==> src/rtl/bank_wr_seq_pkg.sv <==
// Shared types and constants for the banked write sequencer.
// The bank index is 1-based on the wire; zero means no bank selected.
package bank_wr_seq_pkg;

    localparam int unsigned BANK_IDX_W = 4;
    localparam int unsigned MAX_BANK   = 15;
    localparam logic [BANK_IDX_W-1:0] BANK_NONE = 4'd0;

    typedef enum logic [1:0] {
        IDLE = 2'd0,
        RUN  = 2'd1,
        DONE = 2'd2
    } state_t;

endpackage

==> src/rtl/bank_wr_seq_addr_ctr.sv <==
// Bank/address stripe counter: loads a burst origin and steps bank-first,
// bumping the in-bank address each time the rotation wraps to bank 1.
module bank_addr_ctr
    import bank_wr_seq_pkg::*;
#(
    parameter int unsigned NUM_BANK = 15,
    parameter int unsigned ADDR_W   = 6
) (
    input  logic                  clk,
    input  logic                  rst,
    input  logic                  load,
    input  logic                  advance,
    input  logic [BANK_IDX_W-1:0] base_bank,
    input  logic [ADDR_W-1:0]     base_addr,
    output logic [BANK_IDX_W-1:0] cur_bank,
    output logic [ADDR_W-1:0]     cur_addr
);

    localparam logic [BANK_IDX_W-1:0] FIRST_BANK = BANK_IDX_W'(1);
    localparam logic [BANK_IDX_W-1:0] LAST_BANK  = BANK_IDX_W'(NUM_BANK);

    logic [BANK_IDX_W-1:0] load_bank;

    // Out-of-range origins fall back to the first bank
    always_comb begin
        load_bank = base_bank;
        if (base_bank == BANK_NONE || base_bank > LAST_BANK) begin
            load_bank = FIRST_BANK;
        end
    end

    always_ff @(posedge clk or posedge rst) begin
        if (rst) begin
            cur_bank <= FIRST_BANK;
            cur_addr <= '0;
        end else if (load) begin
            cur_bank <= load_bank;
            cur_addr <= base_addr;
        end else if (advance) begin
            if (cur_bank == LAST_BANK) begin
                cur_bank <= FIRST_BANK;
                cur_addr <= cur_addr + ADDR_W'(1);
            end else begin
                cur_bank <= cur_bank + BANK_IDX_W'(1);
            end
        end
    end

endmodule

==> src/rtl/bank_wr_seq.sv <==
// Write sequencer: drains a valid/ready word stream into banked buffers,
// striping beats across banks with a registered one-beat write port.
module bank_wr_seq
    import bank_wr_seq_pkg::*;
#(
    parameter int unsigned DATA_W   = 16,
    parameter int unsigned NUM_BANK = 15,
    parameter int unsigned ADDR_W   = 6,
    parameter int unsigned LEN_W    = 10
) (
    input  logic                  clk,
    input  logic                  rst,
    input  logic                  start,
    input  logic [BANK_IDX_W-1:0] base_bank,
    input  logic [ADDR_W-1:0]     base_addr,
    input  logic [LEN_W-1:0]      len,
    output logic                  busy,
    output logic                  done,
    input  logic                  in_valid,
    output logic                  in_ready,
    input  logic [DATA_W-1:0]     in_data,
    output logic                  wr_en,
    output logic [BANK_IDX_W-1:0] wr_bank,
    output logic [ADDR_W-1:0]     wr_addr,
    output logic [DATA_W-1:0]     wr_data
);

    state_t                state;
    logic [LEN_W-1:0]      remaining;
    logic [BANK_IDX_W-1:0] cur_bank;
    logic [ADDR_W-1:0]     cur_addr;
    logic                  beat;
    logic                  load;

    assign busy     = (state == RUN);
    assign in_ready = (state == RUN);
    assign beat     = in_valid && (state == RUN);
    assign load     = start && (state == IDLE) && (len != '0);

    bank_addr_ctr #(
        .NUM_BANK (NUM_BANK),
        .ADDR_W   (ADDR_W)
    ) u_ctr (
        .clk       (clk),
        .rst       (rst),
        .load      (load),
        .advance   (beat),
        .base_bank (base_bank),
        .base_addr (base_addr),
        .cur_bank  (cur_bank),
        .cur_addr  (cur_addr)
    );

    // FSM, beat counter and registered write port
    always_ff @(posedge clk or posedge rst) begin
        if (rst) begin
            state     <= IDLE;
            remaining <= '0;
            done      <= 1'b0;
            wr_en     <= 1'b0;
            wr_bank   <= BANK_NONE;
            wr_addr   <= '0;
            wr_data   <= '0;
        end else begin
            done    <= (state == DONE);
            wr_en   <= beat;
            wr_bank <= beat ? cur_bank : BANK_NONE;
            if (beat) begin
                wr_addr <= cur_addr;
                wr_data <= in_data;
            end

            case (state)
                IDLE: begin
                    if (start) begin
                        remaining <= len;
                        state     <= (len != '0) ? RUN : DONE;
                    end
                end
                RUN: begin
                    if (in_valid) begin
                        remaining <= remaining - LEN_W'(1);
                        if (remaining == LEN_W'(1)) begin
                            state <= DONE;
                        end
                    end
                end
                DONE: begin
                    state <= IDLE;
                end
                default: begin
                    state <= IDLE;
                end
            endcase
        end
    end

endmodule

==> config.mk <==
export PLATFORM = sky130hd
export DESIGN_NAME = bank_wr_seq
export DESIGN_NICKNAME = d
export VERILOG_FILES = /design/src/rtl/bank_wr_seq_pkg.sv /design/src/rtl/bank_wr_seq_addr_ctr.sv /design/src/rtl/bank_wr_seq.sv
export SDC_FILE = /design/constraint.sdc
export NUM_CORES = 1
export LEC_CHECK = 0
export BUFFER_PORTS_ARGS = -buffer_cell sky130_fd_sc_hd__buf_2
export CORE_AREA = 2 2 76 78
export DETAILED_ROUTE_END_ITERATION = 10
export DIE_AREA = 0 0 78 80
export GPL_TIMING_DRIVEN = 0
export PLACE_DENSITY_LB_ADDON = 0.05
export SLEW_MARGIN = 20
export SYNTH_ARGS = -nofsm -noshare
export SYNTH_HDL_FRONTEND = slang
export SYNTH_SLANG_ARGS = --single-unit
==> constraint.sdc <==
create_clock -name clk -period 5.05 [get_ports clk]
set_clock_uncertainty 0.1 [all_clocks]
set_input_delay 0.7575 -clock clk [delete_from_list [all_inputs] [get_ports clk]]
set_output_delay 0.7575 -clock clk [all_outputs]
set_load 0.03 [all_outputs]
==> impl_metrics.json, run 1 <==
{
  "holdWs_ns": 0.374,
  "critical_path_required_ns": 4.19,
  "cts_max_path_buffers": 2,
  "drtIter0Drc": 114,
  "cp_slowest_cell": "dfrtp_1",
  "worstPathArrival_ns": 1.39,
  "cp-start-kind": "flop",
  "yosysMostFrequentCell": "nand2_1",
  "finalHoldViolations": 0,
  "reg2reg_depth": 6,
  "rows": 27,
  "drt-wirelength-per-cell_um": 12.8,
  "layout.nets": 381,
  "outcome": "finished, final reports clean",
  "fin_crit_sh_pct": 44.5,
  "synth_top_family_by_area": "simple AND/OR/NAND/NOR gates",
  "fin_area_mm2": 0.00296,
  "drt-total-wl_mm": 5.24,
  "seq_area_frac_synth_pct": 52.3,
  "min_path_cells": 2,
  "min_to": "wr_addr[4]$_DFFE_PP0P_",
  "htreeDepth": 2,
  "ys_seq_elements": 50,
  "setup_tns_ns": 0,
  "slew_viol_final": 0,
  "relSlewSlack_pct": 63.1,
  "synthArstFlopShare_pct": 100,
  "r2r_end": "remaining[8]$_DFFE_PP0P_",
  "nFillCells": 522,
  "via_per_inst": 4.88,
  "path_clk_slew_ns": 0.09,
  "worst_slew_pin_slew_ns": 0.554,
  "synthAdderAreaFrac_pct": 2.09,
  "synth_mux_area_share_pct": 1.88,
  "worstPathMaxFanout": 7,
  "synth-edff-count": 0,
  "die-area_mm2": 0.00624,
  "synth_top_area_cell": "dfrtp_1",
  "synth_top_flop_cell": "dfrtp_1",
  "path_cells": "nand2b_1, inv_1, buf_4, buf_2",
  "cts_hold_buf": 0,
  "drcViolationCount": 0,
  "rsz0062_at_grt": "false",
  "synthTopCellsByArea": "dfrtp_1 51%, nand2_1 12%, o21ai_0 3.6%, ha_1 2.1%, nor2_1 2.0%",
  "grt_pass1_vias": 1856,
  "setup_viol": 0,
  "die_w_um": 78,
  "num_vias": 2001,
  "grt_pass1_wl_mm": 8.92,
  "r2r_setup_slack_ns": 3.15,
  "io_pins": 70,
  "hold_path_class": "reg2reg",
  "ctsResizeCount": 0,
  "clk-insertion-delay-late_ns": 0.30,
  "numCtsBuffers": 5,
  "grt_max_degree": 28,
  "layout-drive-gt1-share_pct": 27.2,
  "leakagePower_uw": 0.00147,
  "synth_area_mm2": 0.00239,
  "start_util_pct": 44.3,
  "cap_violations": 0,
  "cts_tree": "done",
  "synth-simple-area-share_pct": 24.9,
  "power_uw": 1880,
  "synth_compound_area_share_pct": 12.6,
  "ys_types": 45,
  "gp_congestion": 0.828,
  "design.core.area_mm2": 0.00541,
  "grt-ovfl-total": 0,
  "ant_nets": 0,
  "root_buffer": "clkbuf_8",
  "first_pass_iters": 4,
  "dp_hpwl_mm": 3.86,
  "power_density_mw_per_mm2": 634,
  "portBuffers": 69,
  "timing.rr.start": "remaining[0]$_DFFE_PP0P_",
  "end_kind": "output pin",
  "grt_usage_pct": 18.3,
  "synth_top_area_share_pct": 51.2,
  "antenna_found_initial": 0,
  "fin_crit_ns": 2.25,
  "fmax_mhz": 445,
  "syn_area_per_cell_um2": 9.21,
  "n_antenna_cell": 0,
  "post_cts_buffers": 0,
  "synth_nets": 304,
  "critPathMaxStageDelay_ns": 0.44,
  "netlist_instances": 260,
  "area_growth_syn_to_layout_pct": 23.6,
  "synth_xor_area_share_pct": 2.19,
  "ir_drop_uv": 258,
  "die_y_um": 80,
  "ys_warn_count": 0,
  "synth_common_cells": "79 x nand2_1, 49 x dfrtp_1, 17 x o21ai_0",
  "min_from": "wr_addr[4]$_DFFE_PP0P_",
  "path_class": "reg2out",
  "detailed_place.area_mm2": 0.00285,
  "cts.sinks": 50
}
-- worst max path at each step --
| stage | startpoint | slack, ns | cells past startpoint | endpoint |
|---|---|---|---|---|
| floorplan | rst | 2.99 | 1 | done$_DFF_PP0_ |
| CTS | state[1]$_DFFE_PP0P_ | 2.78 | 4 | in_ready |
| global route | state[1]$_DFFE_PP0P_ | 2.71 | 4 | in_ready |
| finish | state[1]$_DFFE_PP0P_ | 2.80 | 4 | in_ready |
| detailed placement | len[7] | 2.69 | 5 | u_ctr.cur_bank[3]$_DFFE_PP0P_ |
| global placement | rst | 2.26 | 2 | remaining[4]$_DFFE_PP0P_ |
-- metal layers --
layer	wire, µm	GRT usage [%]	up-vias
met5	0	0	-
met4	60	5.26	0
met3	277	3.96	5
met2	2240	27.8	52
met1	2670	26.5	915
li1	-	-	1029
-- worst max-delay path: cells and delay by family (launching register included) --
family                 cells  cell delay (ns)
DFF                        1             0.44
and+or+nand+nor            1             0.20
buffers and inverters      3             0.44
-- per-stage QoR --
| stage | worst slack [ns] | util (%) | std cells |
|---|---|---|---|
| after detailed placement | 2.69 | 52.7 | 402 |
| after global routing | 2.71 | 54.8 | 410 |
| after CTS | 2.78 | 54.8 | 410 |
| final | 2.80 | 54.8 | 410 |
| after global placement | 2.26 | 52.4 | 401 |
| after floorplan | 2.99 | - | 260 |
-- cell usage in the layout (no fill, tap or decap), drive strengths merged, types with 7 or more instances in the layout --
| cell | count |
|---|---|
| nand2 | 80 |
| buf | 77 |
| dfrtp | 49 |
| o21ai | 20 |
| nor2 | 13 |
| clkbuf | 12 |
| a21oi | 9 |
| inv | 7 |
-- state kept, by name, indices dropped and copies added (netlist names) --
signal / count
done: 1
wr_addr: 6
u_ctr.cur_addr: 6
wr_data: 16
wr_bank: 4
u_ctr.cur_bank: 4
wr_en: 1
remaining: 10
state: 2
-- power breakdown --
part / internal, µW / leakage, µW / switching [µW]
clock network: 148 / 0.0000514 / 132
logic: 317 / 0.000807 / 577
registers: 577 / 0.000611 / 128
-- final cells by class --
class	count	area, µm²	area share [%]
flip-flops and latches	50	1250	42.3
multi-input cells	190	1050	35.4
repair buffers	70	365	12.3
well taps	72	90.1	3.04
clock buffers	6	72.6	2.45
plain buffers	13	68.8	2.32
clock inverters	2	37.5	1.27
inverters	7	26.3	0.888
-- logic make-up (layout without fill, tap and decap cells) --
family,count (synthesis),count (layout)
XOR/XNOR,6,6
flip-flops,50,50
AO/OA/AOI/OAI,49,49
AND/OR/NAND/NOR,127,127
buffers and inverters,20,98
adder cells (fa/ha/maj),4,4
multiplexers,4,4
No activity file was read; power rests on OpenSTA's default activity.
==> inputs of run 2 (changes only) <==
--- a/config.mk
+++ b/config.mk
@@ -5,10 +5,11 @@
 export SDC_FILE = /design/constraint.sdc
 export NUM_CORES = 1
 export LEC_CHECK = 0
+export ABC_AREA = 1
 export BUFFER_PORTS_ARGS = -buffer_cell sky130_fd_sc_hd__buf_2
-export CORE_AREA = 2 2 76 78
+export CORE_AREA = 2 2 80 82
 export DETAILED_ROUTE_END_ITERATION = 10
-export DIE_AREA = 0 0 78 80
+export DIE_AREA = 0 0 82 84
 export GPL_TIMING_DRIVEN = 0
 export PLACE_DENSITY_LB_ADDON = 0.05
 export SLEW_MARGIN = 20
==> constraint.sdc (replaced) <==
create_clock -name clk -period 2.06 [get_ports clk]
set_clock_uncertainty 0.1 [all_clocks]
set_input_delay 0.309 -clock clk [delete_from_list [all_inputs] [get_ports clk]]
set_output_delay 0.309 -clock clk [all_outputs]
set_load 0.03 [all_outputs]
==> run 2 against run 1 <==
  * Clock-buffer cell count did not move
  * Non-clock buffer count fell by 1
  * Combinational power rose by 140%
  * Hold slack got worse by 0.28 ns
  * Global-route usage rose by 0.32 points
  * First-iteration DRC count rose by 38%
==> impl_metrics.json, run 2 <==
{
  "die_w_um": 82,
  "mostFrequentLayoutCells": "130 x nand2_1, 72 x buf_2, 49 x dfrtp_1",
  "cp-start-kind": "flop",
  "clk-insertion-delay-late_ns": 0.30,
  "min_to": "wr_data[14]$_DFFE_PP0P_",
  "grt-ovfl-total": 0,
  "fin_ws_ns": 0.202,
  "synth_nets": 383,
  "layout.nets": 460,
  "synthAdderAreaFrac_pct": 1.92,
  "rows": 29,
  "start_util_pct": 42.8,
  "synth_compound_area_share_pct": 8.58,
  "n_antenna_cell": 0,
  "seq_area_frac_synth_pct": 48.0,
  "fin_crit_ns": 1.86,
  "synth-simple-area-share_pct": 32.7,
  "relSlewSlack_pct": 68.4,
  "antenna_found_initial": 0,
  "grt_max_degree": 31,
  "largestRegisters": "wr_data x16, remaining x10",
  "pre_cts_ws_ns": 0.340,
  "synth_top_area_cell": "dfrtp_1",
  "via_per_inst": 4.74,
  "worstPathMaxFanout": 17,
  "synth_area_mm2": 0.00261,
  "rsz0062_at_grt": "false",
  "nFillCells": 624,
  "min_from": "in_data[14]",
  "cts.sinks": 50,
  "worstPathArrival_ns": 1.45,
  "die-area_mm2": 0.00689,
  "min_path_cells": 3,
  "setup_viol": 0,
  "final_cells": 494,
  "outcome": "finished, final reports clean",
  "synth_mux_area_share_pct": 0,
  "design.core.area_mm2": 0.00610,
  "synth_top_family_by_area": "simple AND/OR/NAND/NOR gates",
  "syn_area_per_cell_um2": 7.70,
  "multi_input_area_mm2": 0.00116,
  "place_inst": 486,
  "ctsResizeCount": 0,
  "netlist_instances": 339,
  "synthArstFlopShare_pct": 100,
  "gp_congestion": 0.785,
  "area_growth_syn_to_layout_pct": 22.1,
  "critical_path_required_ns": 1.65,
  "r2r_end": "u_ctr.cur_addr[1]$_DFFE_PP0P_",
  "layout_commonest_cell": "nand2_1",
  "r2r_setup_slack_ns": 0.39,
  "ir_drop_uv": 602,
  "die_y_um": 84,
  "leakagePower_uw": 0.00176,
  "drt-wirelength-per-cell_um": 12.2,
  "synth-edff-count": 0,
  "synthTopCellsByArea": "dfrtp_1 47%, nand2_1 19%, nand3_1 6.1%, nor2_1 5.0%, inv_1 3.6%",
  "synth_top_flop_cell": "dfrtp_1",
  "fin_crit_sh_pct": 90.2,
  "drtIter0Drc": 157,
  "ys_types": 30,
  "root_buffer": "clkbuf_8",
  "num_vias": 2344,
  "portBuffers": 69,
  "finalHoldViolations": 0,
  "end_kind": "output pin",
  "grt_pass1_vias": 2188,
  "numCtsBuffers": 5,
  "grt_pass1_wl_mm": 10.0,
  "regArea_mm2": 0.00125,
  "grt_usage_pct": 18.6,
  "yosysMostFrequentCell": "nand2_1",
  "path_clk_slew_ns": 0.09,
  "cap_violations": 0,
  "cts_max_path_buffers": 2,
  "reg2reg_depth": 5,
  "worst_slew_pin_slew_ns": 0.473,
  "drt-total-wl_mm": 6.02,
  "synth_top_area_share_pct": 47.0,
  "ant_nets": 0,
  "setup_tns_ns": 0,
  "dp_hpwl_mm": 4.45,
  "largest-register": "wr_data",
  "htreeDepth": 2,
  "layout-drive-gt1-share_pct": 24.7,
  "synth_xor_area_share_pct": 1.34,
  "fmax_mhz": 538,
  "largest_reg_flops": 16,
  "timing.rr.start": "u_ctr.cur_bank[0]$_DFFE_PP1P_",
  "ys_seq_elements": 50,
  "crit_start": "state[1]$_DFFE_PP0P_",
  "io_pins": 70,
  "drcViolationCount": 0,
  "first_pass_iters": 4,
  "ys_warn_count": 0,
  "path_class": "reg2out",
  "hold_path_class": "in2reg",
  "slew_viol_final": 0,
  "power_density_mw_per_mm2": 1410,
  "synth_common_cells": "130 x nand2_1, 49 x dfrtp_1, 35 x nor2_1",
  "cts_tree": "done"
}
==> run 2: cell count changes in the layout (fill, tap and decap cells not counted), moves of 8 or more <==
cell / before / now
nand2_1: 79 / 130
nand3_1: 5 / 32
nor2_1: 13 / 35
inv_1: 6 / 24
o21ai_0: 17 / 5
o211ai_1: 0 / 10
a21oi_1: 9 / 1
o21ai_1: 3 / 11
==> run 2: critical path: stages, from the launching register on <==
cell and delay [ns]:
dfrtp_1 0.44, inv_2 0.11, nand2_4 0.10, inv_4 0.19
buf_4 0.13, buf_2 0.18
==> run 2: kinds of logic after synthesis <==
group                      count (synthesis)
and+or+nand+nor                          206
DFF                                       50
buffers and inverters                     41
AOI/OAI and AO/OA                         34
xor gates and xnor gates                   4
adders and majority gates                  4
==> run 2: final cells by class <==
| cell class | count | area share (%) |
|---|---|---|
| Clock buffer | 6 | 2.28 |
| Inverter | 29 | 3.49 |
| Sequential cell | 50 | 39.3 |
| Multi-Input combinational cell | 248 | 36.5 |
| Timing Repair Buffer | 71 | 11.8 |
| Buffer | 11 | 2.47 |
| Clock inverter | 2 | 1.22 |
| Tap cell | 77 | 3.02 |
==> run 2: where the power goes <==
group	total (µW)	internal [µW]	leakage [µW]	switching (µW)
registers	1660	1390	0.000630	275
clock network	701	365	0.0000554	336
logic	2120	708	0.00107	1410
total	4480	2460	0.00176	2020
==> run 2: per-layer routing <==
| layer | track usage [%] | up-vias | part of all wire, % |
|---|---|---|---|
| met5 | 0 | - | 0 |
| met4 | 5.00 | 0 | 0.98 |
| met3 | 3.90 | 4 | 3.4 |
| met2 | 29.3 | 41 | 48 |
| met1 | 25.8 | 1074 | 47 |
| li1 | - | 1225 | - |
==> run 2: how the worst max path moves through the flow <==
stage	slack (ns)	to	cells after the start
after floorplan	0.45	done$_DFF_PP0_	1
after global placement	-0.30	wr_addr[0]$_DFFE_PP0P_	2
after detailed placement	0.34	in_ready	6
after CTS	0.18	in_ready	5
after global routing	0.09	in_ready	4
final	0.20	in_ready	5
==> run 2: metrics by stage <==
stage	hold WS (ns)	utilization, %	total power, µW	cell area [µm²]
final	0.0941	52.3	4480	3190
after global routing	0.0797	52.3	4860	3190
after CTS	0.0853	52.3	4530	3190
after detailed placement	0.255	50.4	3820	3070
after global placement	0.357	50.1	3780	3050
after floorplan	0.319	-	3240	2610
==> run 2: repair_timing <==
action / CTS / global route
endpoints found under the setup margin: 1 / 0
hold endpoints to repair: 20 / 0
hold buffers: 1 / 0
buffers inserted: 0 / 0
==> inputs of run 3 (changes only) <==
--- a/config.mk
+++ b/config.mk
@@ -12,6 +12,7 @@
 export DIE_AREA = 0 0 82 84
 export GPL_TIMING_DRIVEN = 0
 export PLACE_DENSITY_LB_ADDON = 0.05
+export RECOVER_POWER = 50
 export SLEW_MARGIN = 20
 export SYNTH_ARGS = -nofsm -noshare
 export SYNTH_HDL_FRONTEND = slang
==> run 3 against run 2 <==
  * Critical path depth unchanged
  * Wire length up 0.15%
  * Combinational power down 2%
  * Power down 0.72%
  * Clock power about the same
  * Worst setup slack about the same
  * Sequential share of layout area up 0.39 points
  * First-iteration DRC count down 1.9%
  * Die area unchanged
  * Via count about the same
  * Critical endpoint unchanged
  * Largest power group unchanged
==> impl_metrics.json, run 3 (synthesis gave the netlist of run 2 again) <==
{
  "worstPathArrival_ns": 1.45,
  "cp_slowest_cell": "dfrtp_1",
  "die_w_um": 82,
  "rows": 29,
  "multi_input_area_mm2": 0.00116,
  "power_uw": 4450,
  "hold_path_class": "in2reg",
  "area_growth_syn_to_layout_pct": 20.9,
  "path_class": "reg2out",
  "gp_congestion": 0.785,
  "path_cells": "inv_2, nand2_4, inv_4, buf_4, buf_2",
  "cts_max_path_buffers": 2,
  "slew_viol_final": 0,
  "dp_hpwl_mm": 4.45,
  "power_density_mw_per_mm2": 1410,
  "leakagePower_uw": 0.00170,
  "worstPathMaxFanout": 17,
  "end_kind": "output pin",
  "die-area_mm2": 0.00689,
  "grt_pass1_vias": 2188,
  "fmax_mhz": 538,
  "io_pins": 70,
  "num_vias": 2346,
  "holdWs_ns": 0.0940,
  "numCtsBuffers": 5,
  "layout_commonest_cell": "nand2_1",
  "rsz0062_at_grt": "false",
  "relSlewSlack_pct": 47.2,
  "post_cts_buffers": 0,
  "largest-register": "wr_data",
  "clk-insertion-delay-late_ns": 0.30,
  "drt-total-wl_mm": 6.03,
  "critPathMaxStageDelay_ns": 0.44,
  "design.core.area_mm2": 0.00610,
  "ir_drop_uv": 601,
  "place_inst": 486,
  "mostFrequentLayoutCells": "130 x nand2_1, 57 x buf_2, 49 x dfrtp_1",
  "grt-ovfl-total": 0,
  "layout.nets": 460,
  "root_buffer": "clkbuf_8",
  "drcViolationCount": 0,
  "ant_nets": 0,
  "grt_max_degree": 31,
  "die_y_um": 84,
  "fin_crit_sh_pct": 90.2,
  "fin_crit_ns": 1.86,
  "final_cells": 494,
  "largest_reg_flops": 16,
  "setup_viol": 0,
  "start_util_pct": 42.8,
  "regArea_mm2": 0.00125,
  "portBuffers": 69,
  "n_antenna_cell": 0,
  "first_pass_iters": 4,
  "cts.sinks": 50,
  "grt_usage_pct": 18.6,
  "antenna_found_initial": 0,
  "drtIter0Drc": 154,
  "largestRegisters": "wr_data x16, remaining x10",
  "path_clk_slew_ns": 0.09,
  "grt_pass1_wl_mm": 10.0,
  "via_per_inst": 4.75,
  "cts_tree": "done",
  "finalHoldViolations": 0,
  "layout-drive-gt1-share_pct": 20.9,
  "critical_path_required_ns": 1.65,
  "nFillCells": 631,
  "cap_violations": 0,
  "outcome": "finished, final reports clean",
  "worst_slew_pin_slew_ns": 0.791,
  "cp-start-kind": "flop",
  "htreeDepth": 2,
  "drt-wirelength-per-cell_um": 12.2
}
run 3: critical path, delay by kind of cell, from the launching register on:
family / cells / cell delay [ns]
simple gates: 1 / 0.10
buf+inv: 4 / 0.61
flops: 1 / 0.44
run 3: final cells by class:
type | count | area share (%)
timing repair buffer | 71 | 10.9
inverter | 29 | 3.53
buffer | 11 | 2.50
multi-input combinational | 248 | 36.8
clock buffer | 6 | 2.30
tap | 77 | 3.05
sequential | 50 | 39.7
clock inverter | 2 | 1.23
run 3: what timing repair did:
action                                 CTS  global route
setup endpoints to repair                1             0
hold buffers                             1             0
endpoints found under the hold margin   20             0
resized for setup                        0             0
run 3: final timing paths:
path | from | end | slack, ns | depth (start not counted)
min in group asynchronous | rst | wr_data[7]$_DFFE_PP0P_ | 0.59 | 3
min reg2reg | wr_data[2]$_DFFE_PP0P_ | wr_data[2]$_DFFE_PP0P_ | 0.38 | 2
max | state[1]$_DFFE_PP0P_ | in_ready | 0.20 | 5
max in group asynchronous | rst | u_ctr.cur_bank[0]$_DFFE_PP1P_ | 0.27 | 4
max reg2reg | u_ctr.cur_bank[0]$_DFFE_PP1P_ | u_ctr.cur_addr[1]$_DFFE_PP0P_ | 0.39 | 5
min | in_data[14] | wr_data[14]$_DFFE_PP0P_ | 0.09 | 3
run 3: stage by stage:
| step | setup WS [ns] | util, % | TNS, ns | instance area [µm²] |
|---|---|---|---|---|
| 2_1_floorplan | 0.451 | - | 0 | 2610 |
| 3_3_place_gp | -0.300 | 50.1 | -14.58 | 3050 |
| 5_1_grt | 0.0589 | 51.8 | 0 | 3160 |
| 4_1_cts | 0.182 | 52.3 | 0 | 3190 |
| 6_report | 0.202 | 51.8 | 0 | 3160 |
| 3_5_place_dp | 0.340 | 50.4 | 0 | 3070 |
run 3: layer usage:
metal | up-vias | global-route usage (%) | routed length (µm)
met5 | - | 0 | 0
met4 | 0 | 5.00 | 59
met3 | 4 | 3.90 | 196
met2 | 39 | 29.3 | 2910
met1 | 1077 | 25.8 | 2860
li1 | 1226 | - | -
run 3: report_power, final:
part	switching, µW	leakage [µW]	internal [µW]
registers	279	0.000630	1390
clock network	336	0.0000554	365
logic	1410	0.00101	672
total	2020	0.00170	2430
